<file path="src/rtl/elevator_request_scheduler.sv">
// Collective (SCAN) request scheduler for a single elevator car: latches floor calls,
// issues one target floor at a time, and times the door dwell on each arrival.
module elevator_request_scheduler #(
    parameter int          NUM_FLOORS = 10,
    parameter logic [31:0] DOOR_DWELL = 32'd20000000
) (
    input  logic                  clk,
    input  logic                  rst_n,
    input  logic                  call_valid,
    input  logic [3:0]            call_floor,
    input  logic [3:0]            current_floor,
    output logic [3:0]            target_floor,
    output logic [NUM_FLOORS-1:0] pending,
    output logic                  dir_up,
    output logic                  door_open
);
    typedef enum logic [1:0] {IDLE, SERVE, DOOR} state_t;

    localparam logic [4:0]  NF         = 5'(NUM_FLOORS);
    localparam logic [31:0] DWELL_LAST = DOOR_DWELL - 32'd1;

    state_t                state_q, state_d;
    logic [NUM_FLOORS-1:0] pending_q, pending_d;
    logic [3:0]            target_q, target_d;
    logic                  dir_up_q, dir_up_d;
    logic                  door_open_q, door_open_d;
    logic [31:0]           dwell_q, dwell_d;

    logic                  call_ok, same_call, arrive, expire;
    logic [NUM_FLOORS-1:0] call_oh, tgt_oh, above, below, ahead;
    logic [3:0]            above_lo, below_hi, ahead_sel;

    function automatic logic [3:0] lowest(input logic [NUM_FLOORS-1:0] m);
        logic [3:0] r;
        r = '0;
        for (int i = NUM_FLOORS - 1; i >= 0; i--)
            if (m[i]) r = 4'(i);
        return r;
    endfunction

    function automatic logic [3:0] highest(input logic [NUM_FLOORS-1:0] m);
        logic [3:0] r;
        r = '0;
        for (int i = 0; i < NUM_FLOORS; i++)
            if (m[i]) r = 4'(i);
        return r;
    endfunction

    assign call_ok   = call_valid && ({1'b0, call_floor} < NF);
    assign same_call = call_ok && (call_floor == current_floor);
    assign arrive    = (current_floor == target_q);
    assign expire    = (dwell_q == DWELL_LAST);

    // "ahead" = pending floors strictly between the car and its target, in the travel direction
    always_comb begin
        call_oh = '0;
        tgt_oh  = '0;
        above   = '0;
        below   = '0;
        ahead   = '0;
        for (int i = 0; i < NUM_FLOORS; i++) begin
            call_oh[i] = call_ok && (call_floor == 4'(i));
            tgt_oh[i]  = (target_q == 4'(i));
            above[i]   = pending_q[i] && (4'(i) > current_floor);
            below[i]   = pending_q[i] && (4'(i) < current_floor);
            ahead[i]   = pending_q[i] && (dir_up_q ? (4'(i) > current_floor && 4'(i) < target_q)
                                                   : (4'(i) < current_floor && 4'(i) > target_q));
        end
    end

    assign above_lo  = lowest(above);
    assign below_hi  = highest(below);
    assign ahead_sel = dir_up_q ? lowest(ahead) : highest(ahead);

    always_ff @(posedge clk or negedge rst_n) begin
        if (!rst_n) begin
            state_q     <= IDLE;
            pending_q   <= '0;
            target_q    <= '0;
            dir_up_q    <= 1'b1;
            door_open_q <= 1'b0;
            dwell_q     <= '0;
        end else begin
            state_q     <= state_d;
            pending_q   <= pending_d;
            target_q    <= target_d;
            dir_up_q    <= dir_up_d;
            door_open_q <= door_open_d;
            dwell_q     <= dwell_d;
        end
    end

    always_comb begin
        state_d = state_q;
        case (state_q)
            IDLE:    if (same_call) state_d = DOOR;
                     else if (|pending_q) state_d = SERVE;
            SERVE:   if (arrive) state_d = DOOR;
            DOOR:    if (!same_call && expire) state_d = IDLE;
            default: state_d = IDLE;
        endcase
    end

    always_comb begin
        pending_d   = pending_q | call_oh;
        target_d    = target_q;
        dir_up_d    = dir_up_q;
        door_open_d = door_open_q;
        dwell_d     = dwell_q;
        case (state_q)
            IDLE: begin
                target_d    = current_floor;
                door_open_d = 1'b0;
                if (same_call) begin
                    pending_d   = pending_q;
                    door_open_d = 1'b1;
                    dwell_d     = '0;
                end else if (|pending_q) begin
                    // A lone call at the current floor keeps target = current and arrives next cycle
                    if (dir_up_q && |above) begin
                        target_d = above_lo;
                    end else if (!dir_up_q && |below) begin
                        target_d = below_hi;
                    end else if (|above) begin
                        dir_up_d = 1'b1;
                        target_d = above_lo;
                    end else if (|below) begin
                        dir_up_d = 1'b0;
                        target_d = below_hi;
                    end
                end
            end
            SERVE: begin
                if (arrive) begin
                    pending_d   = (pending_q | call_oh) & ~tgt_oh;
                    door_open_d = 1'b1;
                    dwell_d     = '0;
                end else if (|ahead) begin
                    target_d = ahead_sel;
                end
            end
            DOOR: begin
                target_d = current_floor;
                if (same_call) begin
                    pending_d = pending_q;
                    dwell_d   = '0;
                end else if (expire) begin
                    door_open_d = 1'b0;
                end else begin
                    dwell_d = dwell_q + 32'd1;
                end
            end
            default: ;
        endcase
    end

    assign target_floor = target_q;
    assign pending      = pending_q;
    assign dir_up       = dir_up_q;
    assign door_open    = door_open_q;

endmodule

</file>
<file path="config.mk">
export PLATFORM = sky130hd
export DESIGN_NAME = elevator_request_scheduler
export DESIGN_NICKNAME = d
export VERILOG_FILES = /design/src/rtl/elevator_request_scheduler.sv
export SDC_FILE = /design/constraint.sdc
export NUM_CORES = 1
export LEC_CHECK = 0
export CELL_PAD_IN_SITES_DETAIL_PLACEMENT = 0
export CELL_PAD_IN_SITES_GLOBAL_PLACEMENT = 1
export CORE_MARGIN = 2
export CORE_UTILIZATION = 48
export DETAILED_ROUTE_END_ITERATION = 10
export HOLD_SLACK_MARGIN = 0.06
export PLACE_DENSITY = 0.95
export SKIP_LAST_GASP = 1
export SYNTH_ARGS = -nofsm -noshare
export SYNTH_HDL_FRONTEND = slang
export SYNTH_SLANG_ARGS = --single-unit
</file>
<file path="constraint.sdc">
create_clock -name clk -period 7 [get_ports clk]
set_clock_uncertainty 0.1 [all_clocks]
set_input_delay 1.4 -clock clk [delete_from_list [all_inputs] [get_ports clk]]
set_output_delay 1.4 -clock clk [all_outputs]
set_load 0.01 [all_outputs]
</file>
==> results of run 1 <==
[kinds of logic (layout without fill, tap and decap cells)]
family | after synthesis | count (layout) | synth area share [%]
fa+ha+maj | 4 | 4 | 1.31
flops | 50 | 50 | 32.8
simple gates | 207 | 207 | 28.9
xor+xnor | 26 | 26 | 5.97
mux | 4 | 4 | 1.15
buf+inv | 35 | 46 | 3.87
compound gates | 154 | 154 | 26.0
[synth_stat cells (2+ instances only)]
master | number | area (um^2)
nand2_1 | 53 | 199
dfrtp_1 | 49 | 1230
a21oi_1 | 46 | 230
nor2_1 | 42 | 158
o21ai_0 | 39 | 195
xor2_1 | 21 | 184
clkbuf_1 | 19 | 71.3
and3_1 | 14 | 87.6
nand3_1 | 14 | 70.1
inv_1 | 10 | 37.5
nand2b_1 | 10 | 62.6
or3_1 | 9 | 56.3
a31oi_1 | 8 | 50.1
and2_1 | 8 | 50.1
nand4_1 | 8 | 50.1
nor2b_1 | 8 | 50.1
nor4_1 | 8 | 50.1
nor3_1 | 6 | 30.0
a21boi_0 | 5 | 37.5
and4_1 | 5 | 43.8
nor3b_1 | 5 | 37.5
xnor2_1 | 5 | 43.8
a2111oi_0 | 4 | 35.0
a21o_1 | 4 | 30.0
a32oi_1 | 4 | 35.0
ha_1 | 4 | 50.1
o31ai_1 | 4 | 30.0
a211o_1 | 3 | 26.3
a211oi_1 | 3 | 22.5
a41oi_1 | 3 | 26.3
buf_2 | 3 | 15.0
mux2_2 | 3 | 33.8
nor4b_1 | 3 | 26.3
o211ai_1 | 3 | 22.5
o2bb2ai_1 | 3 | 26.3
or2_2 | 3 | 18.8
a22oi_1 | 2 | 15.0
o21bai_1 | 2 | 15.0
o31a_1 | 2 | 17.5
o32a_1 | 2 | 20.0
[worst max-delay path, stage by stage]
cell and delay, ns:
clkdlybuf4s50_1 1.00, xnor2_1 0.19, nand2_1 0.10, nor3_2 0.49
o21ai_4 0.24, nor4_4 0.51, nand4_2 0.28, or3_1 0.40
a21oi_1 0.16
[cell type report]
cell class	count	area [um^2]	share of cell area, %
clock buffer	6	72.6	1.72
clock inverter	2	37.5	0.891
inverter	10	37.5	0.891
multi-input combinational	395	2420	57.3
sequential	50	1250	29.7
tap	102	128	3.03
timing repair buffer	28	270	6.41
[state kept, by name (all words and copies together), names as in the netlist]
name          flops
dwell_q          32
state_q           2
door_open         1
dir_up            1
target_floor      4
pending          10
[power by group through the flow]
| stage | Clock (mW) | Combinational, mW | Sequential [mW] |
|---|---|---|---|
| detailed placement | 0 | 0.720 | 0.464 |
| floorplan | 0 | 0.538 | 0.406 |
| CTS | 0.212 | 0.726 | 0.458 |
| finish | 0.207 | 0.728 | 0.463 |
| global placement | 0 | 0.711 | 0.463 |
| global route | 0.223 | 0.813 | 0.473 |
[metrics by stage]
step | utilization [%] | total power, mW
final | 54.5 | 1.40
after global routing | 54.5 | 1.51
after CTS | 54.5 | 1.40
after detailed placement | 53.1 | 1.18
after global placement | 53.1 | 1.17
after floorplan | - | 0.944
[final timing paths]
path	start	end	slack (ns)	depth (start not counted)
hold reg to reg	dwell_q[3]	dwell_q[3]	0.40	1
max in group asynchronous	rst_n	door_open	5.27	2
min in group asynchronous	rst_n	dwell_q[14]	1.09	2
setup / recovery	current_floor[1]	dwell_q[27]	2.36	9
setup reg to reg	target_floor[3]	dwell_q[27]	3.69	8
hold / removal	dwell_q[3]	dwell_q[3]	0.40	1
[per-layer routing]
metal | up-vias | part of all wire [%] | wire [um] | global-route usage, %
li1 | 1784 | - | - | -
met1 | 1793 | 43 | 4500 | 32.0
met2 | 136 | 49 | 5090 | 42.8
met3 | 29 | 4.8 | 503 | 3.79
met4 | 0 | 3.2 | 335 | 11.9
met5 | - | 0 | 0 | 0
==> results.py, run 1 <==
metrics = {
    "status": {
        "status": "complete, no violations",
    },
    "sta": {
        "min_period_ns": 4.64,
        "rsz0062_at_grt": "no",
        "max-slew-margin-rel_pct": 45.4,
        "maxSlewViolCount": 0,
        "tightest_slew_ns": 0.816,
        "hold_viol_final": 0,
        "setup_violations": 0,
        "holdWs_ns": 0.405,
        "final.setup.tns_ns": 0,
        "fin_ws_ns": 2.36,
        "clock.fmax_mhz": 215,
        "fin_crit_sh_pct": 66.3,
    },
    "detailed_routing": {
        "antenna_left": 0,
        "drc": 0,
        "wl_per_cell_um": 17.6,
        "finalWirelength_mm": 10.4,
        "vias": 3742,
        "drt_iter0_drc": 184,
        "drtPass1Iterations": 5,
        "vias_per_cell": 6.31,
    },
    "cells_and_area": {
        "nets": 505,
        "final_common_cell": "nand2_1",
        "diodes": 0,
        "nFillCells": 739,
        "area_delta_synth_final_pct": 10.4,
        "finish.instance_area_um2": 4210,
        "drive_gt1_share_pct": 4.89,
        "final_cell_count_no_fill": 593,
        "final_cell_mix": "53 x nand2_1, 49 x dfrtp_1, 46 x a21oi_1, 42 x nor2_1, 39 x o21ai_0",
    },
    "power": {
        "netSwitchingFraction_pct": 46.5,
        "comb_power_share_pct": 52.1,
        "powerDensity_nw_per_um2": 332,
        "total_leakage_power_nw": 1.72,
        "internal-power_uw": 747,
        "vdd_ir_drop_max_v": 0.000179,
        "pwr-share-clk_pct": 14.8,
        "pwr-share-seq_pct": 33.1,
        "p_sw_uw": 650,
    },
    "worst_setup_path": {
        "worstPathMaxFanout": 21,
        "cp-end-kind": "flip-flop",
        "crit_required_ns": 7.13,
        "arrival_ns": 4.78,
        "crit_type": "in -> reg",
        "cp-start-kind": "input pin",
    },
    "placement": {
        "globalplace.congestion": 1.00,
        "placed_area_um2": 4100,
        "hpwl_mm": 7.46,
        "dp.cells": 585,
        "io_buffers": 26,
        "pre_cts_ws_ns": 2.09,
    },
    "cts": {
        "cts_tree": "yes",
        "clk_pin_slew_ns": 0.09,
        "hold_buffers": 0,
        "clock-sinks": 50,
        "clk_latency_ns": 0.31,
        "htree_levels": 2,
        "cts_root_buf": "clkbuf_8",
        "cts_buffers": 5,
        "post_cts_buffers": 0,
        "clockBufferDepth": 2,
        "cts_resized": 0,
    },
    "floorplanning": {
        "core_um2": 7730,
        "io_pins": 27,
        "start_util_pct": 49.4,
        "design.die.area_um2": 8680,
        "rows": 32,
        "die_w_um": 93.2,
        "die_y_um": 93.2,
    },
    "hold_path": {
        "hp-class": "reg -> reg",
    },
    "synthesis": {
        "synthFlopType": "dfrtp_1",
        "synth_fp_nets": 495,
        "avgSynthCellArea_um2": 7.95,
        "syn_inst": 480,
        "synth_edf_count": 0,
        "synth_cell_types": 73,
        "syn_area_um2": 3820,
        "synth_async_sr_flop_share_pct": 100,
        "ys_seq_elements": 50,
        "yosys_warnings": 0,
        "ys_seq_area_share_pct": 32.8,
    },
    "global_route": {
        "grt_usage_pct": 25.4,
        "grt_overflow": 0,
        "grt_pass1_wl_mm": 17.8,
        "antenna_found_initial": 0,
        "grt_max_degree": 51,
        "grt_pass1_vias": 3694,
    },
    "job": {
        "maxCapViolCount": 0,
    },
}
Power figures use the tool's default switching activity.
==> run 2, diff against run 1 <==
- CORE_UTILIZATION: 48 -> 45
- PLACE_DENSITY: 0.95 -> 0.92
- clock period: 7 -> 4.6 ns (I/O delays scaled with it)
==> run 2 against run 1 <==
Against the previous run: via count increased by 0.43%; utilization decreased by 2.3 points; first-iteration DRC count increased by 1.6%; largest cell class unchanged.
==> results.py, run 2 (synthesized netlist as in run 1, its figures left out) <==
metrics = {
    "status": {
        "status": "complete, no violations",
    },
    "global_route": {
        "grt_overflow": 0,
        "grt_max_degree": 51,
        "grt_usage_pct": 25.0,
        "antenna_found_initial": 0,
        "grt_pass1_wl_mm": 18.0,
        "grt_pass1_vias": 3770,
    },
    "hold_path": {
        "min_path_cells": 1,
        "min_to": "dwell_q[12]",
        "hp-class": "reg -> reg",
        "min_from": "dwell_q[12]",
    },
    "placement": {
        "dp.cells": 596,
        "io_buffers": 26,
        "hpwl_mm": 7.82,
        "globalplace.congestion": 0.959,
        "pre_cts_ws_ns": 0.279,
    },
    "cts": {
        "cts_root_buf": "clkbuf_8",
        "cts_tree": "yes",
        "clockBufferDepth": 2,
        "clk_latency_ns": 0.32,
        "htree_levels": 2,
        "clock-sinks": 50,
        "cts_resized": 0,
        "post_cts_buffers": 0,
        "hold_buffers": 0,
        "clk_pin_slew_ns": 0.10,
        "cts_buffers": 5,
    },
    "sta": {
        "fin_ws_ns": 0.681,
        "clock.fmax_mhz": 255,
        "final.setup.tns_ns": 0,
        "hold_viol_final": 0,
        "setup_violations": 0,
        "fin_crit_sh_pct": 85.2,
        "max-slew-margin-rel_pct": 49.2,
        "rsz0062_at_grt": "no",
        "tightest_slew_ns": 0.760,
        "maxSlewViolCount": 0,
        "min_period_ns": 3.92,
    },
    "worst_setup_path": {
        "cp-start-kind": "input pin",
        "worstPathMaxFanout": 21,
        "cp-end-kind": "flip-flop",
        "path_cells": "clkdlybuf4s50_1, o21ai_1, a32oi_1, or4b_1, or2_0, nand2_1, nor2_1, a2111oi_0, o31a_1",
        "crit_required_ns": 4.76,
        "r2r-start": "target_floor[3]",
        "critPathMaxStageDelay_ns": 0.96,
        "r2r_slack_ns": 1.43,
        "path_buf_inv": 1,
        "cp_slowest_cell": "clkdlybuf4s50_1",
        "reg2reg_depth": 8,
        "critPathTopFamily": "compound AO/OA/AOI/OAI gates",
        "crit_type": "in -> reg",
        "arrival_ns": 4.08,
        "worstReg2RegEnd": "dwell_q[31]",
    },
    "detailed_routing": {
        "vias": 3758,
        "routed.top_layer": "met4",
        "drc": 0,
        "met2WireLength_mm": 5.38,
        "finalWirelength_mm": 10.8,
        "wl_met1_mm": 4.53,
        "wl_met3_um": 555,
        "wl_per_cell_um": 17.9,
        "vias_per_cell": 6.22,
        "antenna_left": 0,
        "drtPass1Iterations": 4,
        "drt_iter0_drc": 187,
    },
    "floorplanning": {
        "start_util_pct": 46.4,
        "core_um2": 8220,
        "rows": 33,
        "die_w_um": 96.1,
        "io_pins": 27,
        "design.die.area_um2": 9230,
        "die_y_um": 96.1,
    },
    "cells_and_area": {
        "nets": 513,
        "final_common_cell": "nand2_1",
        "drive_gt1_share_pct": 6.61,
        "final_cell_count_no_fill": 604,
        "largest_reg_flops": 32,
        "final_cell_mix": "53 x nand2_1, 49 x dfrtp_1, 46 x a21oi_1, 42 x nor2_1, 39 x o21ai_0",
        "diodes": 0,
        "area_delta_synth_final_pct": 12.4,
        "top_register": "dwell_q",
    },
    "job": {
        "maxCapViolCount": 0,
    },
    "power": {
        "powerDensity_nw_per_um2": 503,
        "vdd_ir_drop_max_v": 0.000325,
        "total_leakage_power_nw": 1.77,
    },
}
==> run 2: final cells by class <==
class / instances / area, um^2
fill: 775 / 3930
multi-input combinational: 395 / 2420
sequential: 50 / 1250
timing repair buffer: 36 / 330
tap: 105 / 131
clock buffer: 6 / 82.6
clock inverter: 2 / 38.8
inverter: 10 / 37.5
==> run 2: where the power goes <==
group          internal [mW]  leakage [nW]  total (mW)  switching, mW
Sequential             0.511         0.655       0.708          0.198
Clock                  0.179        0.0618       0.342          0.163
Combinational          0.470          1.05        1.11          0.638
==> run 2: worst register-to-register path, delay by kind of cell, from the launching register on <==
kind,cells,cell delay [ns]
AOI/OAI and AO/OA,3,0.85
DFF,1,0.79
and+or+nand+nor,4,1.16
xor gates and xnor gates,1,0.19
==> run 2: worst max path at each step <==
stage	depth (start not counted)	endpoint	slack, ns	startpoint
2_1_floorplan	9	dwell_q[29]	1.36	current_floor[2]
3_3_place_gp	9	target_floor[1]	0.32	current_floor[1]
3_5_place_dp	9	target_floor[1]	0.28	current_floor[1]
4_1_cts	9	target_floor[1]	0.61	current_floor[1]
5_1_grt	9	target_floor[1]	0.40	current_floor[1]
6_report	9	target_floor[1]	0.68	current_floor[1]
==> run 2: stage by stage <==
step / utilization (%) / hold slack [ns] / power (mW) / area (um^2)
2_1_floorplan: - / 0.352 / 1.44 / 3820
3_3_place_gp: 50.7 / 0.385 / 1.80 / 4170
3_5_place_dp: 50.7 / 0.407 / 1.81 / 4170
4_1_cts: 52.2 / 0.425 / 2.16 / 4290
5_1_grt: 52.2 / 0.444 / 2.33 / 4290
6_report: 52.2 / 0.424 / 2.16 / 4290
==> run 2: per-layer routing <==
| layer | track usage [%] | up-vias |
|---|---|---|
| li1 | - | 1803 |
| met1 | 30.3 | 1799 |
| met2 | 44.6 | 128 |
| met3 | 3.29 | 28 |
| met4 | 9.64 | 0 |
| met5 | 0 | - |
==> run 3, diff against run 2 <==
- ABC_AREA: not set -> 0
==> results of run 3 <==
The final DEF is identical to that of run 2; final timing and power are the same.
